--- src/rtl/transfer_authorizer.sv ---
// transfer_authorizer: waits for key verification, checks funds, pulses grant/deny with reason, locks out after repeated key failures.
// Latency: grant/deny outputs are registered one cycle behind the FSM state (grant rises 2 edges after the verify_done sampling edge).
// Backpressure: none; req is sampled only in IDLE and ignored while busy or LOCKED. Optional audit counters under `AUTH_AUDIT_EN.
module transfer_authorizer #(
    parameter int AMT_W       = 8,
    parameter int MAX_FAILS   = 3,
    parameter int TIMEOUT     = 16,
    parameter int LOCK_CYCLES = 64
) (
    input  logic             clock,
    input  logic             resetn,
    input  logic             req,
    input  logic [AMT_W-1:0] amount,
    input  logic [AMT_W-1:0] balance,
    input  logic             verify_done,
    input  logic             correct,
    output logic             busy,
    output logic             grant,
    output logic             deny,
    output logic [1:0]       deny_code,
    output logic [AMT_W-1:0] new_balance,
    output logic             locked,
    output logic [2:0]       fail_count
`ifdef AUTH_AUDIT_EN
    ,
    output logic [7:0]       audit_grants,
    output logic [7:0]       audit_denies
`endif
);

    localparam int TW = $clog2(TIMEOUT);
    localparam int LW = (LOCK_CYCLES > 1) ? $clog2(LOCK_CYCLES) : 1;

    localparam logic [1:0] CODE_NONE  = 2'b00;
    localparam logic [1:0] CODE_KEY   = 2'b01;
    localparam logic [1:0] CODE_TMO   = 2'b10;
    localparam logic [1:0] CODE_FUNDS = 2'b11;

    typedef enum logic [2:0] {
        S_IDLE, S_WAIT_VERIFY, S_CHECK_FUNDS, S_GRANT, S_DENY, S_LOCKED
    } state_t;

    state_t             r_state, w_next;
    logic [AMT_W-1:0]   r_amt, r_bal;
    logic [TW-1:0]      r_tmr;
    logic [LW-1:0]      r_lock_tmr;
    logic [1:0]         r_code, w_code_nxt;
    logic [2:0]         r_fail;
    logic               w_fail_inc;
    logic               w_lock_done;
    logic               r_busy, r_grant, r_deny, r_locked;
    logic [1:0]         r_deny_code;
    logic [AMT_W-1:0]   r_new_bal;

    assign w_lock_done = (r_lock_tmr == LW'(LOCK_CYCLES - 1));

    // State register
    always_ff @(posedge clock or negedge resetn) begin
        if (!resetn) r_state <= S_IDLE;
        else         r_state <= w_next;
    end

    // Next-state decode; also flags key failures and picks the deny reason
    always_comb begin
        w_next     = r_state;
        w_fail_inc = 1'b0;
        w_code_nxt = r_code;
        case (r_state)
            S_IDLE: begin
                if (req) w_next = S_WAIT_VERIFY;
            end
            S_WAIT_VERIFY: begin
                // verify_done takes priority over an expiring timer
                if (verify_done) begin
                    if (correct) begin
                        w_next = S_CHECK_FUNDS;
                    end else begin
                        w_next     = S_DENY;
                        w_fail_inc = 1'b1;
                        w_code_nxt = CODE_KEY;
                    end
                end else if (r_tmr == TW'(TIMEOUT - 1)) begin
                    w_next     = S_DENY;
                    w_fail_inc = 1'b1;
                    w_code_nxt = CODE_TMO;
                end
            end
            S_CHECK_FUNDS: begin
                if (r_amt <= r_bal) begin
                    w_next = S_GRANT;
                end else begin
                    w_next     = S_DENY;
                    w_code_nxt = CODE_FUNDS;
                end
            end
            S_GRANT: w_next = S_IDLE;
            S_DENY:  w_next = (r_fail >= 3'(MAX_FAILS)) ? S_LOCKED : S_IDLE;
            S_LOCKED: begin
                if (w_lock_done) w_next = S_IDLE;
            end
            default: w_next = S_IDLE;
        endcase
    end

    // Request latches, timers and the consecutive-failure counter
    always_ff @(posedge clock or negedge resetn) begin
        if (!resetn) begin
            r_amt      <= '0;
            r_bal      <= '0;
            r_tmr      <= '0;
            r_lock_tmr <= '0;
            r_code     <= CODE_NONE;
            r_fail     <= '0;
        end else begin
            if (r_state == S_IDLE && req) begin
                r_amt <= amount;
                r_bal <= balance;
                r_tmr <= '0;
            end else if (r_state == S_WAIT_VERIFY) begin
                r_tmr <= r_tmr + 1'b1;
            end
            r_lock_tmr <= (r_state == S_LOCKED) ? r_lock_tmr + 1'b1 : '0;
            r_code     <= w_code_nxt;
            if (r_state == S_GRANT || (r_state == S_LOCKED && w_lock_done))
                r_fail <= '0;
            else if (w_fail_inc && r_fail != 3'd7)
                r_fail <= r_fail + 3'd1;
        end
    end

    // Registered Moore outputs, one cycle behind the state they decode
    always_ff @(posedge clock or negedge resetn) begin
        if (!resetn) begin
            r_busy      <= 1'b0;
            r_grant     <= 1'b0;
            r_deny      <= 1'b0;
            r_deny_code <= CODE_NONE;
            r_locked    <= 1'b0;
            r_new_bal   <= '0;
        end else begin
            r_busy      <= (r_state != S_IDLE);
            r_grant     <= (r_state == S_GRANT);
            r_deny      <= (r_state == S_DENY);
            r_deny_code <= (r_state == S_DENY) ? r_code : CODE_NONE;
            r_locked    <= (r_state == S_LOCKED);
            if (r_state == S_GRANT) r_new_bal <= r_bal - r_amt;
        end
    end

    assign busy        = r_busy;
    assign grant       = r_grant;
    assign deny        = r_deny;
    assign deny_code   = r_deny_code;
    assign locked      = r_locked;
    assign new_balance = r_new_bal;
    assign fail_count  = r_fail;

`ifdef AUTH_AUDIT_EN
    logic [7:0] r_aud_g, r_aud_d;

    // Saturating grant/deny event counters, cleared only by reset
    always_ff @(posedge clock or negedge resetn) begin
        if (!resetn) begin
            r_aud_g <= '0;
            r_aud_d <= '0;
        end else begin
            if (r_state == S_GRANT && r_aud_g != 8'hFF) r_aud_g <= r_aud_g + 8'd1;
            if (r_state == S_DENY  && r_aud_d != 8'hFF) r_aud_d <= r_aud_d + 8'd1;
        end
    end

    assign audit_grants = r_aud_g;
    assign audit_denies = r_aud_d;
`endif

endmodule

--- config.mk ---
export PLATFORM = sky130hd
export DESIGN_NAME = transfer_authorizer
export DESIGN_NICKNAME = d
export VERILOG_FILES = /design/src/rtl/transfer_authorizer.sv
export SDC_FILE = /design/constraint.sdc
export NUM_CORES = 1
export LEC_CHECK = 0
export ABC_CLOCK_PERIOD_IN_PS = 3350
export CAP_MARGIN = 20
export CORE_AREA = 5 5 89 91
export DETAILED_ROUTE_END_ITERATION = 7
export DIE_AREA = 0 0 94 96
export SLEW_MARGIN = 20
export SYNTH_ARGS = -nofsm -noshare
export SYNTH_HDL_FRONTEND = slang
export SYNTH_SLANG_ARGS = --single-unit
--- constraint.sdc ---
create_clock -name clock -period 3.35 [get_ports clock]
set_input_delay 0.67 -clock clock [delete_from_list [all_inputs] [get_ports clock]]
set_output_delay 0.67 -clock clock [all_outputs]
set_load 0.1 [all_outputs]
==> reports/qor.yml <==
finish:
  drive_above_1_share_pct: 15.5
  final_common_cell: "dfrtp_1"
  fin_nets: 299
  antenna_cells: 0
  ff_latch_area_mm2: 0.00120
  multi_input_area_mm2: 0.00106
  fin_area_mm2: 0.00291
  final.fill_count: 716
  layout_common_cells: "dfrtp_1, nand2_1, nor2_1, clkdlybuf4s50_1, buf_4"
  syn_to_final_growth_pct: 22.4
drt:
  drt_iter0_drc: 102
  drtPass1Iterations: 4
  vias_per_cell: 4.51
  via_count: 1642
  antenna_left: 0
  routed_wirelength_mm: 4.40
  wl_per_cell_um: 12.1
  route.detailed.drc: 0
critical_path:
  max_stage_delay_ps: 470
  crit_required_ps: 3580
  worstSetupStartpointType: "flop"
  critPathArrivalTime_ps: 2420
  rr_worst_depth: 7
  crit_fanout: 3
  crit_slowest_cell: "or4b_1"
  cp_common_cell: "a21oi_1"
  path_cells: "ha_1 > fa_1 > nand2b_1 > a21oi_1 > a21oi_1 > or4b_1 > nand3_1"
  cp-end-kind: "flop"
  critical_path.startpoint: "r_amt[0]"
  worstSetupPathType: "reg2reg"
  reg2reg_from: "r_amt[0]"
synth:
  synthArstFlopShare_pct: 100
  ys_seq_area_share_pct: 50.6
  synth.avg_cell_area_um2: 10.5
  synth_ff_type: "dfrtp_1"
  synth-edff-count: 0
  ys_ff_latch: 48
  netlist.area_leader.share_pct: 50.6
  ys_warn_count: 0
  synth.distinct_cells: 42
  post-synth-top-area-cell: "dfrtp_1"
  ys_top_cells_by_area: "dfrtp_1, ha_1, nand2_1"
  synth_nets: 261
  syn_area_mm2: 0.00237
  syn_inst: 226
timing:
  finClkSkew_ps: 10.8
  hold_slack_ps: 377
  tns_ps: 0
  fin_crit_sh_pct: 65.5
  max_freq_ghz: 0.456
  slew_headroom_pct: 48.2
  worst-slew-pin-transition_ps: 776
  finalCriticalPeriod_ps: 2190
  maxSlewViolCount: 0
  setup_viol: 0
  hold_violations: 0
  grt_setup_unrepaired: "no"
global_route:
  top_usage_layer: "met2"
  grt_antenna_before_repair: 0
  overflow: 0
  grt_pass1_wl_mm: 7.85
  grtUsageTotal_pct: 10.9
  met3_usage_pct: 2.66
  grt_pass1_vias: 1663
  grt_max_degree: 49
  use_met2_pct: 16.7
  grt_use_met1_pct: 14.8
job:
  drv_cap: 0
placed_design:
  gp_congestion: 0.793
  dp_hpwl_mm: 3.32
  dpl_cell_area_mm2: 0.00278
  io_buffers: 37
clock_network:
  cts_tree: "done"
  insertion_delay_ps: 300
  ctsResizeCount: 0
  cts_made_buffers: 5
  hold_buffers: 0
  h-tree-depth: 2
  path_clk_slew_ps: 80
  cts_max_path_buffers: 2
  clockRootBuffer: "clkbuf_8"
  cts_sinks: 48
  cts_setup_buffers: 0
worst_hold_path:
  hp-class: "in2async"
die:
  die_h_um: 96
  ios: 38
  start_util_pct: 33.6
  die_area_mm2: 0.00902
  core.rowCount: 31
  core-area_mm2: 0.00706
  die_width_um: 94
run_status:
  status: "complete, no violations"
[synth_stat cells, types with 2 or more instances]
library cell  number
dfrtp_1           48
nand2_1           25
nor2_1            20
o21ai_0           17
inv_1             16
ha_1              13
a21oi_1            8
mux2_2             7
xor2_1             6
nor3_1             5
xnor2_1            5
a31oi_1            4
and3_1             4
nand2b_1           4
nand3_1            4
a211oi_1           3
buf_4              3
nand4_1            3
nor2b_1            3
buf_6              2
mux2i_1            2
nand3b_1           2
o21a_1             2
o31ai_1            2
[final cells by class]
cell class / count / share of cell area [%]
sequential: 48 / 41.3
multi-input combinational: 155 / 36.5
timing repair buffer: 38 / 11.5
tap: 99 / 4.26
clock buffer: 7 / 3.32
inverter: 16 / 2.07
clock inverter: 1 / 1.03
[routing by layer]
layer / part of all wire (%) / vias to the layer above / wire length, um
li1: - / 853 / -
met1: 49 / 757 / 2160
met2: 45 / 27 / 1980
met3: 4.0 / 5 / 175
met4: 1.8 / 0 / 81
met5: 0 / - / 0
[metrics by stage]
step / std cells / setup WS (ps) / utilization (%)
global placement: 356 / 990 / 39.3
detailed placement: 356 / 964 / 39.3
finish: 364 / 1160 / 41.2
CTS: 364 / 1150 / 41.1
global route: 364 / 1050 / 41.2
floorplan: 226 / 1160 / -
[final timing paths]
path | end | slack, ps
max in group asynchronous | new_balance[6] | 2570
worst min register to register | r_lock_tmr[0] | 490
min in group clock | r_lock_tmr[0] | 490
worst max register to register | new_balance[6] | 1160
worst min-delay path | r_bal[0] | 380
worst max-delay path | new_balance[6] | 1160
[worst max-delay path: cells and delay by family (launching register included)]
family	cells	cell delay (ps)
flip-flops	1	400
AND/OR/NAND/NOR	3	710
adder cells (fa/ha/maj)	2	630
AO/OA/AOI/OAI	2	390
[logic make-up (layout without fill, tap and decap cells)]
logic type / Yosys count / after routing / share of synthesized area [%]
flip-flops: 48 / 48 / 50.6
buffers and inverters: 23 / 62 / 4.80
AND/OR/NAND/NOR: 78 / 78 / 17.4
multiplexers: 9 / 9 / 4.16
adder cells (fa/ha/maj): 14 / 14 / 7.70
XOR/XNOR: 11 / 11 / 4.06
AO/OA/AOI/OAI: 43 / 43 / 11.3
[flip-flops by register name (all words and copies together), names as in the netlist, 2 cells and up]
register     flops
deny_code        2
r_lock_tmr       6
fail_count       3
r_code           2
r_amt            8
r_state          3
new_balance      8
r_tmr            4
r_bal            8
Power is left out: the tool's default activity adds up to more than one toggle a clock period on the data nets, which glitch-free logic cannot reach.
